$ cat src/rtl/ex_stage_pipe_pkg.sv
// ex_pkg: shared encodings for the MIPS-DLX execute stage (ALU control,
// funct codes, alu_op, forwarding selects, FSM states) plus the ALU decoder.
package ex_pkg;

  typedef enum logic [2:0] {
    ALU_ADD = 3'd0,
    ALU_SUB = 3'd1,
    ALU_AND = 3'd2,
    ALU_OR  = 3'd3,
    ALU_SLT = 3'd4,
    ALU_MUL = 3'd5
  } alu_ctrl_e;

  localparam logic [5:0] FUNCT_ADD  = 6'h20;
  localparam logic [5:0] FUNCT_SUB  = 6'h22;
  localparam logic [5:0] FUNCT_AND  = 6'h24;
  localparam logic [5:0] FUNCT_OR   = 6'h25;
  localparam logic [5:0] FUNCT_SLT  = 6'h2A;
  localparam logic [5:0] FUNCT_MULT = 6'h18;

  typedef enum logic [1:0] {
    ALUOP_ADD   = 2'b00,
    ALUOP_SUB   = 2'b01,
    ALUOP_RTYPE = 2'b10,
    ALUOP_OR    = 2'b11
  } alu_op_e;

  typedef enum logic [1:0] {
    FWD_BUS     = 2'b00,
    FWD_MEM     = 2'b01,
    FWD_WB      = 2'b10,
    FWD_BUS_ALT = 2'b11
  } fwd_sel_e;

  typedef enum logic {
    ST_IDLE = 1'b0,
    ST_MUL  = 1'b1
  } ex_state_e;

  // Map alu_op/funct to an ALU operation; MULT only exists when mult_en is set
  function automatic alu_ctrl_e alu_decode(input logic [1:0] alu_op,
                                           input logic [5:0] funct,
                                           input logic       mult_en);
    alu_ctrl_e ctrl;
    ctrl = ALU_ADD;
    case (alu_op)
      ALUOP_ADD: ctrl = ALU_ADD;
      ALUOP_SUB: ctrl = ALU_SUB;
      ALUOP_OR:  ctrl = ALU_OR;
      ALUOP_RTYPE: begin
        case (funct)
          FUNCT_ADD:  ctrl = ALU_ADD;
          FUNCT_SUB:  ctrl = ALU_SUB;
          FUNCT_AND:  ctrl = ALU_AND;
          FUNCT_OR:   ctrl = ALU_OR;
          FUNCT_SLT:  ctrl = ALU_SLT;
          FUNCT_MULT: ctrl = mult_en ? ALU_MUL : ALU_ADD;
          default:    ctrl = ALU_ADD;
        endcase
      end
      default: ctrl = ALU_ADD;
    endcase
    return ctrl;
  endfunction

endpackage

$ cat src/rtl/ex_stage_pipe_mult_seq.sv
// ex_mult_seq: iterative shift-add multiplier, one bit per cycle, DATA_W
// iterations; done_o pulses for one cycle with the low DATA_W product bits.
// Only compiled when EX_MULT_EN is defined.
`ifdef EX_MULT_EN
module ex_mult_seq #(
  parameter int unsigned DATA_W = 32
) (
  input  logic              clk_i,
  input  logic              rst_n_i,
  input  logic              clear_i,
  input  logic              start_i,
  input  logic [DATA_W-1:0] a_i,
  input  logic [DATA_W-1:0] b_i,
  output logic              busy_o,
  output logic              done_o,
  output logic [DATA_W-1:0] product_o
);

  localparam int unsigned CNT_W = (DATA_W > 1) ? $clog2(DATA_W) : 1;

  logic [DATA_W-1:0] mcand_q, mplier_q, acc_q;
  logic [CNT_W-1:0]  cnt_q;
  logic              busy_q, done_q;

  // Capture operands on start, then add-and-shift once per cycle
  always_ff @(posedge clk_i or negedge rst_n_i) begin
    if (!rst_n_i) begin
      mcand_q  <= '0;
      mplier_q <= '0;
      acc_q    <= '0;
      cnt_q    <= '0;
      busy_q   <= 1'b0;
      done_q   <= 1'b0;
    end else if (clear_i) begin
      mcand_q  <= '0;
      mplier_q <= '0;
      acc_q    <= '0;
      cnt_q    <= '0;
      busy_q   <= 1'b0;
      done_q   <= 1'b0;
    end else begin
      done_q <= 1'b0;
      if (start_i) begin
        mcand_q  <= a_i;
        mplier_q <= b_i;
        acc_q    <= '0;
        cnt_q    <= '0;
        busy_q   <= 1'b1;
      end else if (busy_q) begin
        if (mplier_q[0]) begin
          acc_q <= acc_q + mcand_q;
        end
        mcand_q  <= mcand_q << 1;
        mplier_q <= mplier_q >> 1;
        cnt_q    <= cnt_q + 1'b1;
        if (cnt_q == CNT_W'(DATA_W - 1)) begin
          busy_q <= 1'b0;
          done_q <= 1'b1;
        end
      end
    end
  end

  assign busy_o    = busy_q;
  assign done_o    = done_q;
  assign product_o = acc_q;

endmodule
`endif

$ cat src/rtl/ex_stage_pipe.sv
// ex_stage_pipe: registered MIPS-DLX execute stage with forwarding, ALU
// decode, ALU and EX/MEM latch behind a valid/ready handshake.
// Optional EX_MULT_EN: funct 0x18 becomes a multi-cycle MULT that stalls
// in_ready via the ex_mult_seq sub-module.
module ex_stage_pipe
  import ex_pkg::*;
#(
  parameter int unsigned DATA_W = 32,
  parameter int unsigned RA_W   = 5
) (
  input  logic              clk,
  input  logic              rst_n,
  input  logic              flush,
  input  logic              in_valid,
  output logic              in_ready,
  input  logic [3:0]        ex_control,
  input  logic [3:0]        mem_control_in,
  input  logic [1:0]        wb_control_in,
  input  logic [DATA_W-1:0] busa,
  input  logic [DATA_W-1:0] busb,
  input  logic [DATA_W-1:0] immed_ext,
  input  logic [31:0]       instruc,
  input  logic [1:0]        fwd_a_sel,
  input  logic [1:0]        fwd_b_sel,
  input  logic [DATA_W-1:0] fwd_mem_data,
  input  logic [DATA_W-1:0] fwd_wb_data,
  output logic              out_valid,
  input  logic              out_ready,
  output logic [DATA_W-1:0] alu_out,
  output logic              zero,
  output logic [DATA_W-1:0] data_write,
  output logic [RA_W-1:0]   wb_register,
  output logic [3:0]        mem_control_out,
  output logic [1:0]        wb_control_out
);

`ifdef EX_MULT_EN
  localparam logic MULT_EN = 1'b1;
`else
  localparam logic MULT_EN = 1'b0;
`endif

  logic [DATA_W-1:0] fwd_a, fwd_b, alu_b, alu_res;
  logic [RA_W-1:0]   dest_reg;
  alu_ctrl_e         alu_ctrl;
  logic              accept;

  logic              out_valid_q, zero_q;
  logic [DATA_W-1:0] alu_out_q, data_write_q;
  logic [RA_W-1:0]   wb_register_q;
  logic [3:0]        mem_control_q;
  logic [1:0]        wb_control_q;

  // Forwarding, ALU-source select, destination select and ALU decode
  always_comb begin
    case (fwd_a_sel)
      FWD_MEM: fwd_a = fwd_mem_data;
      FWD_WB:  fwd_a = fwd_wb_data;
      default: fwd_a = busa;
    endcase
    case (fwd_b_sel)
      FWD_MEM: fwd_b = fwd_mem_data;
      FWD_WB:  fwd_b = fwd_wb_data;
      default: fwd_b = busb;
    endcase
    alu_b    = ex_control[2] ? immed_ext : fwd_b;
    dest_reg = ex_control[3] ? RA_W'(instruc[15:11]) : RA_W'(instruc[20:16]);
    alu_ctrl = alu_decode(ex_control[1:0], instruc[5:0], MULT_EN);
  end

  // Single-cycle ALU; arithmetic wraps modulo 2^DATA_W
  always_comb begin
    case (alu_ctrl)
      ALU_ADD: alu_res = fwd_a + alu_b;
      ALU_SUB: alu_res = fwd_a - alu_b;
      ALU_AND: alu_res = fwd_a & alu_b;
      ALU_OR:  alu_res = fwd_a | alu_b;
      ALU_SLT: alu_res = {{(DATA_W-1){1'b0}}, ($signed(fwd_a) < $signed(alu_b))};
      default: alu_res = fwd_a + alu_b;
    endcase
  end

`ifdef EX_MULT_EN
  ex_state_e         state_q;
  logic              is_mult, mul_busy, mul_done;
  logic [DATA_W-1:0] mul_prod;

  assign is_mult  = (alu_ctrl == ALU_MUL);
  assign in_ready = !flush && (state_q == ST_IDLE) && (!out_valid_q || out_ready);

  ex_mult_seq #(.DATA_W(DATA_W)) u_mult (
    .clk_i     (clk),
    .rst_n_i   (rst_n),
    .clear_i   (flush),
    .start_i   (accept && is_mult),
    .a_i       (fwd_a),
    .b_i       (alu_b),
    .busy_o    (mul_busy),
    .done_o    (mul_done),
    .product_o (mul_prod)
  );
`else
  assign in_ready = !flush && (!out_valid_q || out_ready);
`endif

  assign accept = in_valid && in_ready;

  // FSM and EX/MEM latch: load on accept, hold under backpressure, kill on flush.
  // A MULT writes its side-band fields (data_write, wb_register, controls)
  // at accept time with out_valid low, so only the result waits for done.
  always_ff @(posedge clk or negedge rst_n) begin
    if (!rst_n) begin
      out_valid_q   <= 1'b0;
      alu_out_q     <= '0;
      zero_q        <= 1'b0;
      data_write_q  <= '0;
      wb_register_q <= '0;
      mem_control_q <= '0;
      wb_control_q  <= '0;
`ifdef EX_MULT_EN
      state_q       <= ST_IDLE;
`endif
    end else if (flush) begin
      out_valid_q   <= 1'b0;
      alu_out_q     <= '0;
      zero_q        <= 1'b0;
      data_write_q  <= '0;
      wb_register_q <= '0;
      mem_control_q <= '0;
      wb_control_q  <= '0;
`ifdef EX_MULT_EN
      state_q       <= ST_IDLE;
`endif
    end else if (accept) begin
      data_write_q  <= fwd_b;
      wb_register_q <= dest_reg;
      mem_control_q <= mem_control_in;
      wb_control_q  <= wb_control_in;
`ifdef EX_MULT_EN
      if (is_mult) begin
        out_valid_q <= 1'b0;
        state_q     <= ST_MUL;
      end else
`endif
      begin
        alu_out_q   <= alu_res;
        zero_q      <= (alu_res == '0);
        out_valid_q <= 1'b1;
      end
    end
`ifdef EX_MULT_EN
    else if (mul_done) begin
      alu_out_q   <= mul_prod;
      zero_q      <= (mul_prod == '0);
      out_valid_q <= 1'b1;
      state_q     <= ST_IDLE;
    end
`endif
    else if (out_ready) begin
      out_valid_q <= 1'b0;
    end
  end

  assign out_valid       = out_valid_q;
  assign alu_out         = alu_out_q;
  assign zero            = zero_q;
  assign data_write      = data_write_q;
  assign wb_register     = wb_register_q;
  assign mem_control_out = mem_control_q;
  assign wb_control_out  = wb_control_q;

  // rs, shamt and opcode fields are not used by this stage
  logic unused_ok;
`ifdef EX_MULT_EN
  assign unused_ok = ^{instruc[31:21], instruc[10:6], mul_busy};
`else
  assign unused_ok = ^{instruc[31:21], instruc[10:6]};
`endif

endmodule

$ cat config.mk
export PLATFORM = sky130hd
export DESIGN_NAME = ex_stage_pipe
export DESIGN_NICKNAME = d
export VERILOG_FILES = /design/src/rtl/ex_stage_pipe_pkg.sv /design/src/rtl/ex_stage_pipe_mult_seq.sv /design/src/rtl/ex_stage_pipe.sv
export SDC_FILE = /design/constraint.sdc
export NUM_CORES = 1
export LEC_CHECK = 0
export ABC_AREA = 1
export CAP_MARGIN = 20
export CORE_ASPECT_RATIO = 0.7
export CORE_MARGIN = 3
export CORE_UTILIZATION = 44
export CTS_BUF_LIST = sky130_fd_sc_hd__clkbuf_16
export CTS_CLUSTER_SIZE = 20
export DETAILED_ROUTE_END_ITERATION = 8
export PLACE_DENSITY_LB_ADDON = 0.1
export SLEW_MARGIN = 10
export SYNTH_ARGS = -nofsm -noshare
export SYNTH_HDL_FRONTEND = slang
export SYNTH_SLANG_ARGS = --single-unit
$ cat constraint.sdc
create_clock -name clk -period 4.34 [get_ports clk]
set_input_delay 0.868 -clock clk [delete_from_list [all_inputs] [get_ports clk]]
set_output_delay 0.868 -clock clk [all_outputs]
set_load 0.01 [all_outputs]
==> reports/metrics.csv, run 1 <==
stage,metric,value,unit
cells_and_area,nFillCells,1965,
clock_tree,clockBufferDepth,2,
yosys,synth_cell_types,46,
yosys,synth_warnings,0,
power,p_comb_frac,0.699,
cells_and_area,utilization,0.735,
global_routing,grt.overflow.total,0,
routing,post_drt_wl_per_cell,19.3,µm
power,peakVddDrop,0.000252,V
timing,fmax,235,MHz
timing,hold_ws,0.484,ns
power,swShare,0.442,
global_routing,grt_max_degree,62,
timing,slew_headroom,0.326,
critical_path,reg2reg_depth,9,
yosys,synth_cells,1777,
timing,hold_viol,0,
die,rows,47,
cells_and_area,num-nets-final,2672,
power,leakage,8.82,nW
hold_path,hold_path.class,reg -> reg,
critical_path,path_class,in -> reg,
routing,vias,14900,
clock_tree,worstSkewPairLatency,0.37,ns
critical_path,required,4.59,ns
critical_path,worstSetupEndpointType,flop,
timing,setup_violations,0,
yosys,yosysSeqAreaShare,0.180,
routing,ant_nets,0,
routing,drtIter0Drc,1715,
routing,wl,51.7,mm
die,pin_count,289,
cells_and_area,drive_gt1_frac,0.246,
timing,slew_viol_final,0,
global_routing,grt_usage,0.377,
critical_path,rr_startpoint,out_valid$_DFFE_PN0P_,
yosys,ys_ff_latch,77,
global_routing,grt_pass1_vias,14000,
critical_path,cp_max_fo,15,
die,initial_utilization,0.450,
timing,worst_pin_slew,1.01,ns
global_routing,grt_pass1_wl,75.8,mm
critical_path,r2r-end,data_write[24]$_DFFE_PN0P_,
clock_tree,clk_pin_slew,0.06,ns
yosys,syn_area,10700,µm²
critical_path,worstSetupStartpointType,input port,
global_routing,antenna_found_initial,1,
flow_run,drv_cap,0,
placement,gp_congestion,1.05,
critical_path,r2r_slack,2.14,ns
routing,viasPerCell,5.56,
timing,period_share,0.981,
clock_tree,h-tree-depth,3,
power,p_switching,2.44,mW
routing,drt_first_pass_iters,6,
critical_path,startpoint,fwd_a_sel[1],
clock_tree,cts_tree,done,
critical_path,endpoint,alu_out[31]$_DFFE_PN0P_,
clock_tree,numCtsBuffers,9,
power,pwr-share-clk,0.147,
timing,worst_clock_skew,0.00779,ns
clock_tree,cts_num_sinks,77,
critical_path,cp.arrival,4.51,ns
die,die_x,193,µm
outcome,status,"finished, final reports clean",
power,power.density,316,nW/µm²
die,core_area,23800,µm²
die,die_h,137,µm
die,die_area,26300,µm²
timing,min_period,4.26,ns
placement,hpwl,41.9,mm
yosys,synth_nets,2090,
yosys,syn_area_per_cell,6.03,µm²
placement,portBuffers,272,
power,p_seq_frac,0.154,
cells_and_area,syn2layout_area_growth,63.2,%
clock_tree,root_buffer,clkbuf_16,
power,internal-power,3.09,mW
routing,drc,0,
power groups by stage:
stage          sequential (mW)  clock (mW)  combinational, mW
3_3_place_gp             0.852           0               3.33
6_report                 0.850       0.813               3.87
5_1_grt                  0.856       0.850               4.16
4_1_cts                  0.847       0.816               3.50
2_1_floorplan            0.884           0               1.58
3_5_place_dp             0.857           0               3.40
cell type report:
| type | instances | area [µm²] | share of cell area |
|---|---|---|---|
| clock buffers | 9 | 225 | 0.0129 |
| multi-input cells | 1336 | 8170 | 0.467 |
| repair buffers | 652 | 5640 | 0.322 |
| flip-flops and latches | 77 | 1930 | 0.110 |
| well taps | 318 | 398 | 0.0227 |
| clock inverters | 5 | 77.6 | 0.00443 |
| diodes | 1 | 2.50 | 0.000143 |
| inverters | 283 | 1060 | 0.0607 |
stage by stage:
step / area [µm²] / setup TNS, ns / setup slack (ns) / power (mW) / cells
after floorplan: 10700 / 0 / 0.449 / 2.46 / 1777
after global placement: 16200 / -9.24 / -0.599 / 4.19 / 2654
after detailed placement: 16200 / -11.69 / -0.708 / 4.25 / 2654
after CTS: 16800 / -0.00239 / -0.00239 / 5.16 / 2670
after global routing: 17500 / -0.0726 / -0.0435 / 5.87 / 2681
final: 17500 / 0 / 0.0837 / 5.53 / 2681
Yosys cell counts (all sizes together):
cell type	instances	area [µm²]
a21boi	1	7.51
a21o	1	7.51
a21oi	68	344
a221o	64	641
a22o	23	201
a32o	1	10.0
and2	3	18.8
buf	32	205
clkbuf	49	206
clkinv	1	3.75
dfrtp	77	1930
fa	2	40.0
ha	100	1250
inv	282	1060
mux2i	4	40.0
nand2	502	1900
nand3	146	753
nand3b	13	97.6
nand4	24	150
nor2	140	538
nor3	17	96.4
nor4	1	6.26
o211ai	1	7.51
o21a	1	7.51
o21ai	197	1000
o21bai	9	67.6
o22ai	9	56.3
o31ai	1	7.51
or2	2	12.5
xor2	6	52.6
flip-flops by register name, indices dropped and copies added (netlist names):
| name | flops |
|---|---|
| alu_out | 32 |
| wb_register | 5 |
| zero | 1 |
| mem_control_out | 4 |
| wb_control_out | 2 |
| data_write | 32 |
| out_valid | 1 |
worst max-delay path: stages:
cell and delay (ns):
clkdlybuf4s50_1 0.54, inv_1 0.10, ha_4 0.22, buf_4 0.21, a221o_1 0.37, o21ai_2 0.13
buf_4 0.16, inv_1 0.05, ha_1 0.34, inv_1 0.10, o21ai_0 0.46, a21oi_1 0.15
nand2_1 0.10, a21oi_1 0.05, nand2_1 0.08, nand2_1 0.05, nand3_1 0.11, nand3_4 0.12
buf_4 0.15, a22o_1 0.17
cell usage in the layout, fill, tap and decap left out, drive strengths merged, types with 2 or more instances in the layout:
cell type / count
fa: 2
or2: 2
nand2: 502
nor2: 140
and2: 3
clkinv: 3
a221o: 64
dfrtp: 77
a21oi: 68
buf: 382
a22o: 23
mux2i: 4
clkdlybuf4s50: 267
o21ai: 197
nand3: 146
o21bai: 9
clkbuf: 9
nand4: 24
nand3b: 13
o22ai: 9
nor3: 17
bufinv: 2
inv: 282
ha: 100
dlymetal6s2s: 3
xor2: 6
what timing repair did:
| item | CTS | global route |
|---|---|---|
| pin swaps | 11 | 30 |
| resized for setup | 78 | 204 |
| endpoints found under the setup margin | 17 | 23 |
| setup buffers | 2 | 10 |
| hold buffers | 0 | 0 |
kinds of logic (layout without fill, tap and decap cells):
family,after synthesis,count (layout),synth area share
other,0,1,0
multiplexers,4,4,0.00374
flip-flops,77,77,0.180
buffers and inverters,364,949,0.138
AO/OA/AOI/OAI,376,376,0.220
AND/OR/NAND/NOR,848,848,0.334
XOR/XNOR,6,6,0.00490
adder cells (fa/ha/maj),102,102,0.120
per-layer routing:
| metal | up-vias | track usage | share of wire |
|---|---|---|---|
| met5 | - | 0 | 0 |
| met4 | 0 | 0.108 | 0.027 |
| met3 | 118 | 0.112 | 0.12 |
| met2 | 896 | 0.554 | 0.41 |
| met1 | 6889 | 0.533 | 0.44 |
| li1 | 6995 | - | - |
how the worst min path moves through the flow:
stage | slack [ns] | from | endpoint | depth (start not counted)
final | 0.48 | alu_out[7]$_DFFE_PN0P_ | alu_out[7]$_DFFE_PN0P_ | 2
after global routing | 0.51 | wb_register[0]$_DFFE_PN0P_ | wb_register[0]$_DFFE_PN0P_ | 2
after CTS | 0.49 | wb_register[2]$_DFFE_PN0P_ | wb_register[2]$_DFFE_PN0P_ | 2
after detailed placement | 0.47 | wb_register[2]$_DFFE_PN0P_ | wb_register[2]$_DFFE_PN0P_ | 2
after global placement | 0.47 | wb_register[1]$_DFFE_PN0P_ | wb_register[1]$_DFFE_PN0P_ | 2
after floorplan | 0.51 | zero$_DFFE_PN0P_ | zero$_DFFE_PN0P_ | 2
No activity file was read; power rests on OpenSTA's default activity.
==> run 2: changes to the inputs <==
--- a/config.mk
+++ b/config.mk
@@ -7,9 +7,11 @@
 export LEC_CHECK = 0
 export ABC_AREA = 1
 export CAP_MARGIN = 20
+export CELL_PAD_IN_SITES_DETAIL_PLACEMENT = 0
+export CELL_PAD_IN_SITES_GLOBAL_PLACEMENT = 1
 export CORE_ASPECT_RATIO = 0.7
-export CORE_MARGIN = 3
-export CORE_UTILIZATION = 44
+export CORE_MARGIN = 2
+export CORE_UTILIZATION = 37
 export CTS_BUF_LIST = sky130_fd_sc_hd__clkbuf_16
 export CTS_CLUSTER_SIZE = 20
 export DETAILED_ROUTE_END_ITERATION = 8
==> reports/metrics.csv, run 2 (synthesis results as in run 1) <==
stage,metric,value,unit
timing,slew_viol_final,0,
cells_and_area,num_antenna_cells,0,
cells_and_area,postLayoutCellArea,17500,µm²
die,core_area,28700,µm²
cells_and_area,layoutNonFillerInstCount,2748,
critical_path,cp.arrival,4.55,ns
global_routing,grt.overflow.total,0,
clock_tree,cts_num_sinks,77,
cells_and_area,num-nets-final,2679,
power,leakage,8.81,nW
global_routing,grt_pass1_wl,78.3,mm
global_routing,grt_usage,0.338,
placement,dp.cells,2721,
clock_tree,worstSkewPairLatency,0.38,ns
global_routing,grt_pass1_vias,13900,
cells_and_area,nFillCells,2749,
timing,worst_pin_slew,0.862,ns
critical_path,rr_startpoint,out_valid$_DFFE_PN0P_,
clock_tree,h-tree-depth,3,
flow_run,drv_cap,0,
clock_tree,root_buffer,clkbuf_16,
placement,gp_congestion,0.968,
placement,hpwl,43.9,mm
critical_path,startpoint,fwd_a_sel[0],
outcome,status,"finished, final reports clean",
routing,vias,14500,
critical_path,worstSetupStartpointType,input port,
power,peakVddDrop,0.000222,V
global_routing,grt_max_degree,52,
critical_path,cpMostUsedCell,buf_4,
routing,ant_nets,0,
clock_tree,ctsHoldBuffers,0,
die,die_x,207,µm
cells_and_area,syn2layout_area_growth,63.4,%
clock_tree,clockBufferDepth,2,
power,power.density,315,nW/µm²
die,pin_count,289,
die,die_area,30400,µm²
hold_path,hold_start,alu_out[5]$_DFFE_PN0P_,
timing,setup_violations,0,
hold_path,hold_path.class,reg -> reg,
cells_and_area,final_common_cell,nand2_1,
routing,drtIter0Drc,1409,
cells_and_area,most-common-layout-cells,"482 x nand2_1, 381 x buf_4, 271 x inv_1",
critical_path,worstSetupEndpointType,flop,
die,die_h,146,µm
timing,min_period,4.29,ns
placement,post-place-ws,-0.851,ns
global_routing,antenna_found_initial,1,
timing,fmax,233,MHz
power,power,5.52,mW
clock_tree,numCtsBuffers,9,
die,rows,52,
critical_path,path_class,in -> reg,
die,initial_utilization,0.374,
routing,post_drt_wl_per_cell,19.1,µm
timing,slew_headroom,0.424,
placement,portBuffers,272,
critical_path,cpPeakStageDelay,0.48,ns
critical_path,critical-path-slowest-cell,clkdlybuf4s50_1,
critical_path,required,4.60,ns
cells_and_area,drive_gt1_frac,0.245,
routing,viasPerCell,5.27,
clock_tree,cts_tree,done,
timing,postLayoutSetupSlackWorst,0.0514,ns
routing,wl,52.6,mm
timing,worst_clock_skew,0.0113,ns
clock_tree,clk_pin_slew,0.06,ns
critical_path,cp_max_fo,16,
placement,place_area,16300,µm²
critical_path,path_cells,"clkdlybuf4s50_1, inv_1, ha_4, clkinvlp_4, buf_4, o21ai_1, buf_4, inv_1, ha_2, nand2_1, buf_4, nor3_2, nand3_1, nand2_1, nand2_1, nand3_1, nand3_2, buf_4, a22o_1",
timing,hold_viol,0,
timing,period_share,0.988,
routing,drc,0,
routing,drt_first_pass_iters,5,
timing,grt_setup_unrepaired,yes,
critical_path,r2r_slack,2.10,ns
==> run 2: cell count changes in the layout (fill, tap and decap cells not counted), moves of 6 or more <==
cell | previous run | this run
a21oi_1 | 51 | 59
o21ai_0 | 115 | 106
o21ai_1 | 45 | 51
buf_4 | 374 | 381
nand2_2 | 28 | 18
a21oi_2 | 16 | 9
nand2_1 | 472 | 482
==> run 2: worst paths after layout <==
kind / end / cells past startpoint
worst max-delay path: alu_out[31]$_DFFE_PN0P_ / 19
worst min-delay path: alu_out[5]$_DFFE_PN0P_ / 2
worst max register to register: data_write[23]$_DFFE_PN0P_ / 9
worst min register to register: alu_out[5]$_DFFE_PN0P_ / 2
max in group asynchronous: alu_out[26]$_DFFE_PN0P_ / 2
min in group asynchronous: mem_control_out[2]$_DFFE_PN0P_ / 1
==> run 2: area by class of cell <==
type	count	area [µm²]	area share
inverter	283	1070	0.0611
timing repair buffer	659	5670	0.324
clock inverter	6	86.3	0.00493
tap	378	473	0.0270
multi-input combinational	1336	8060	0.460
sequential	77	1930	0.110
clock buffer	9	225	0.0129
==> run 2: repair_timing <==
| action | 4_1_cts | 5_1_grt |
|---|---|---|
| pin swaps | 15 | 26 |
| endpoints found under the hold margin | 0 | 0 |
| endpoints found under the setup margin | 16 | 23 |
| setup buffers | 7 | 5 |
| gates resized for setup | 92 | 185 |
==> run 2: critical path: cells and delay by family <==
kind	cells	cell delay, ns
compound gates	2	0.51
buf+inv	8	1.62
simple gates	7	0.86
fa+ha+maj	2	0.67
==> run 2: layer usage <==
metal / routed length, µm / track usage / vias to the layer above
li1: - / - / 7010
met4: 831 / 0.0757 / 0
met2: 21800 / 0.501 / 682
met5: 0 / 0 / -
met3: 5580 / 0.0957 / 52
met1: 24400 / 0.485 / 6740
==> run 2: report_power, final <==
part	internal (mW)	total [mW]	switching [mW]	leakage, nW
Clock	0.500	0.843	0.343	0.152
Sequential	0.795	0.844	0.0492	1.03
Combinational	1.80	3.84	2.04	7.63
==> run 2: stage by stage <==
stage	util	TNS (ns)	hold slack (ns)
after floorplan	-	0	0.513
after global placement	0.570	-12.98	0.463
after detailed placement	0.570	-13.48	0.472
after CTS	0.589	0	0.488
after global routing	0.610	-0.398	0.504
final	0.610	0	0.480
==> run 3: changes to the inputs <==
--- a/config.mk
+++ b/config.mk
@@ -15,7 +15,7 @@
 export CTS_BUF_LIST = sky130_fd_sc_hd__clkbuf_16
 export CTS_CLUSTER_SIZE = 20
 export DETAILED_ROUTE_END_ITERATION = 8
-export PLACE_DENSITY_LB_ADDON = 0.1
+export PLACE_DENSITY = 0.95
 export SLEW_MARGIN = 10
 export SYNTH_ARGS = -nofsm -noshare
 export SYNTH_HDL_FRONTEND = slang
==> reports/metrics.csv, run 3 (synthesis results as in run 1) <==
stage,metric,value,unit
timing,slew_viol_final,0,
critical_path,cpMostUsedCell,nand2_1,
clock_tree,clk_pin_slew,0.06,ns
global_routing,grt_usage,0.318,
critical_path,cp_max_fo,11,
cells_and_area,syn2layout_area_growth,64.1,%
cells_and_area,most-common-layout-cells,"462 x nand2_1, 328 x buf_4, 274 x inv_1",
global_routing,grt_max_degree,67,
placement,gp_congestion,1.05,
global_routing,top_usage_layer,met2,
power,leakage,8.72,nW
die,initial_utilization,0.374,
die,die_h,146,µm
cells_and_area,nFillCells,2591,
routing,post_drt_wl_per_cell,18.9,µm
global_routing,grtUsageMet1,0.449,
flow_run,drv_cap,0,
timing,setup_violations,0,
critical_path,required,4.59,ns
routing,drc,0,
placement,hpwl,41.2,mm
cells_and_area,num-nets-final,2635,
routing,ant_nets,0,
die,die_area,30400,µm²
die,core_area,28700,µm²
global_routing,grt_pass1_wl,75.5,mm
clock_tree,cts_tree,done,
cells_and_area,num_antenna_cells,0,
cells_and_area,drive_gt1_frac,0.255,
critical_path,path_class,in -> reg,
power,peakVddDrop,0.000204,V
global_routing,gr-usage-met2,0.467,
timing,postLayoutSetupSlackWorst,0.0891,ns
die,die_x,207,µm
clock_tree,root_buffer,clkbuf_16,
critical_path,path_depth,24,
timing,hold_viol,0,
timing,fmax,235,MHz
clock_tree,clockBufferDepth,2,
placement,place_area,16100,µm²
die,pin_count,289,
clock_tree,h-tree-depth,3,
power,power,5.61,mW
global_routing,grt.overflow.total,0,
critical_path,path_cells,"clkdlybuf4s50_1, buf_4, ha_2, buf_12, a221o_1, o21ai_2, o21ai_0, buf_4, ha_4, inv_1, nand2_1, nand2_1, inv_1, nand2_1, nand3_1, nand2_2, nand2_1, nand2_1, nand2_1, nand3_1, nand3b_1, buf_4, buf_4, a22o_1",
critical_path,critical-path-slowest-cell,clkdlybuf4s50_1,
critical_path,critPathBufInv,8,
routing,drt_first_pass_iters,6,
cells_and_area,postLayoutCellArea,17600,µm²
global_routing,antenna_found_initial,0,
routing,drtIter0Drc,1570,
timing,min_period,4.25,ns
global_routing,gr-usage-met3,0.0934,
critical_path,reg2reg_depth,9,
power,power.density,319,nW/µm²
routing,viasPerCell,5.50,
critical_path,worstSetupEndpointType,flop,
critical_path,cp_top_family,buffers and inverters,
clock_tree,cts_num_sinks,77,
critical_path,cpPeakStageDelay,0.42,ns
timing,period_share,0.979,
global_routing,grt_pass1_vias,14200,
routing,wl,51.2,mm
placement,post-place-ws,-0.612,ns
critical_path,cp.arrival,4.50,ns
hold_path,whs_path_depth,2,
outcome,status,"finished, final reports clean",
clock_tree,worstSkewPairLatency,0.36,ns
timing,slew_headroom,0.186,
timing,worst_clock_skew,0.0125,ns
placement,portBuffers,272,
critical_path,worstSetupStartpointType,input port,
die,rows,52,
cells_and_area,final_common_cell,nand2_1,
clock_tree,numCtsBuffers,9,
timing,worst_pin_slew,1.22,ns
hold_path,hold_path.class,reg -> reg,
routing,vias,14900,
run 3: changes by cell type in the layout (fill, tap and decap cells not counted), moves of 4 or more:
cell,change
buf_4,-53
nand2_1,-20
nand2_2,+20
nor2_1,-14
o21ai_2,+13
nor2_2,+10
buf_12,+9
o21ai_1,-9
a21oi_1,-7
nand3_1,-6
nand3_2,+6
a21oi_2,+5
nor2_4,+4
o21ai_0,-4
run 3: where the power goes:
| group | leakage (nW) | internal (mW) | switching (mW) |
|---|---|---|---|
| combinational | 7.53 | 1.78 | 2.10 |
| clock | 0.164 | 0.560 | 0.330 |
| sequential | 1.03 | 0.795 | 0.0513 |
| total | 8.72 | 3.14 | 2.48 |
run 3: path summary, 6_finish.rpt:
kind | slack [ns] | from | end
setup / recovery | 0.09 | fwd_b_sel[0] | alu_out[21]$_DFFE_PN0P_
hold / removal | 0.48 | alu_out[7]$_DFFE_PN0P_ | alu_out[7]$_DFFE_PN0P_
setup reg to reg | 2.29 | out_valid$_DFFE_PN0P_ | data_write[12]$_DFFE_PN0P_
hold reg to reg | 0.48 | alu_out[7]$_DFFE_PN0P_ | alu_out[7]$_DFFE_PN0P_
max in group asynchronous | 2.88 | rst_n | data_write[7]$_DFFE_PN0P_
min in group asynchronous | 0.60 | rst_n | alu_out[12]$_DFFE_PN0P_
run 3: cell type report:
type / count / area [µm²] / area share
clock inverters: 6 / 111 / 0.00633
inverters: 283 / 1060 / 0.0604
flip-flops and latches: 77 / 1930 / 0.110
well taps: 378 / 473 / 0.0269
multi-input cells: 1336 / 8320 / 0.473
repair buffers: 615 / 5470 / 0.311
clock buffers: 9 / 225 / 0.0128
run 3: through the flow:
stage	TNS, ns	hold slack (ns)	instances	utilization
after floorplan	0	0.513	1777	-
after global placement	-9.96	0.468	2668	0.560
after detailed placement	-11.68	0.476	2668	0.560
after CTS	-0.0123	0.490	2687	0.576
after global routing	-0.0783	0.510	2704	0.613
final	0	0.483	2704	0.613
run 3: what timing repair did:
| action | CTS | global route |
|---|---|---|
| pin swaps | 6 | 49 |
| gates resized for setup | 64 | 281 |
| endpoints found under the hold margin | 0 | 0 |
| setup endpoints to repair | 17 | 25 |
| buffers inserted | 4 | 16 |
| cloned | 0 | 1 |
| hold buffers | 0 | 0 |
run 3: worst register-to-register path, cell delays in order, from the launching register on:
cell,delay [ns]
dfrtp_1,0.34
nand2_1,0.05
inv_1,0.07
nor2_1,0.05
nand2_1,0.09
clkinv_1,0.11
nor2_4,0.24
buf_4,0.67
nand2_1,0.20
o21ai_0,0.14
run 3: metal layers:
metal	wire length, µm	vias to the layer above
met2	21100	989
met3	6850	116
li1	-	6921
met4	1460	0
met5	0	-
met1	21800	6841
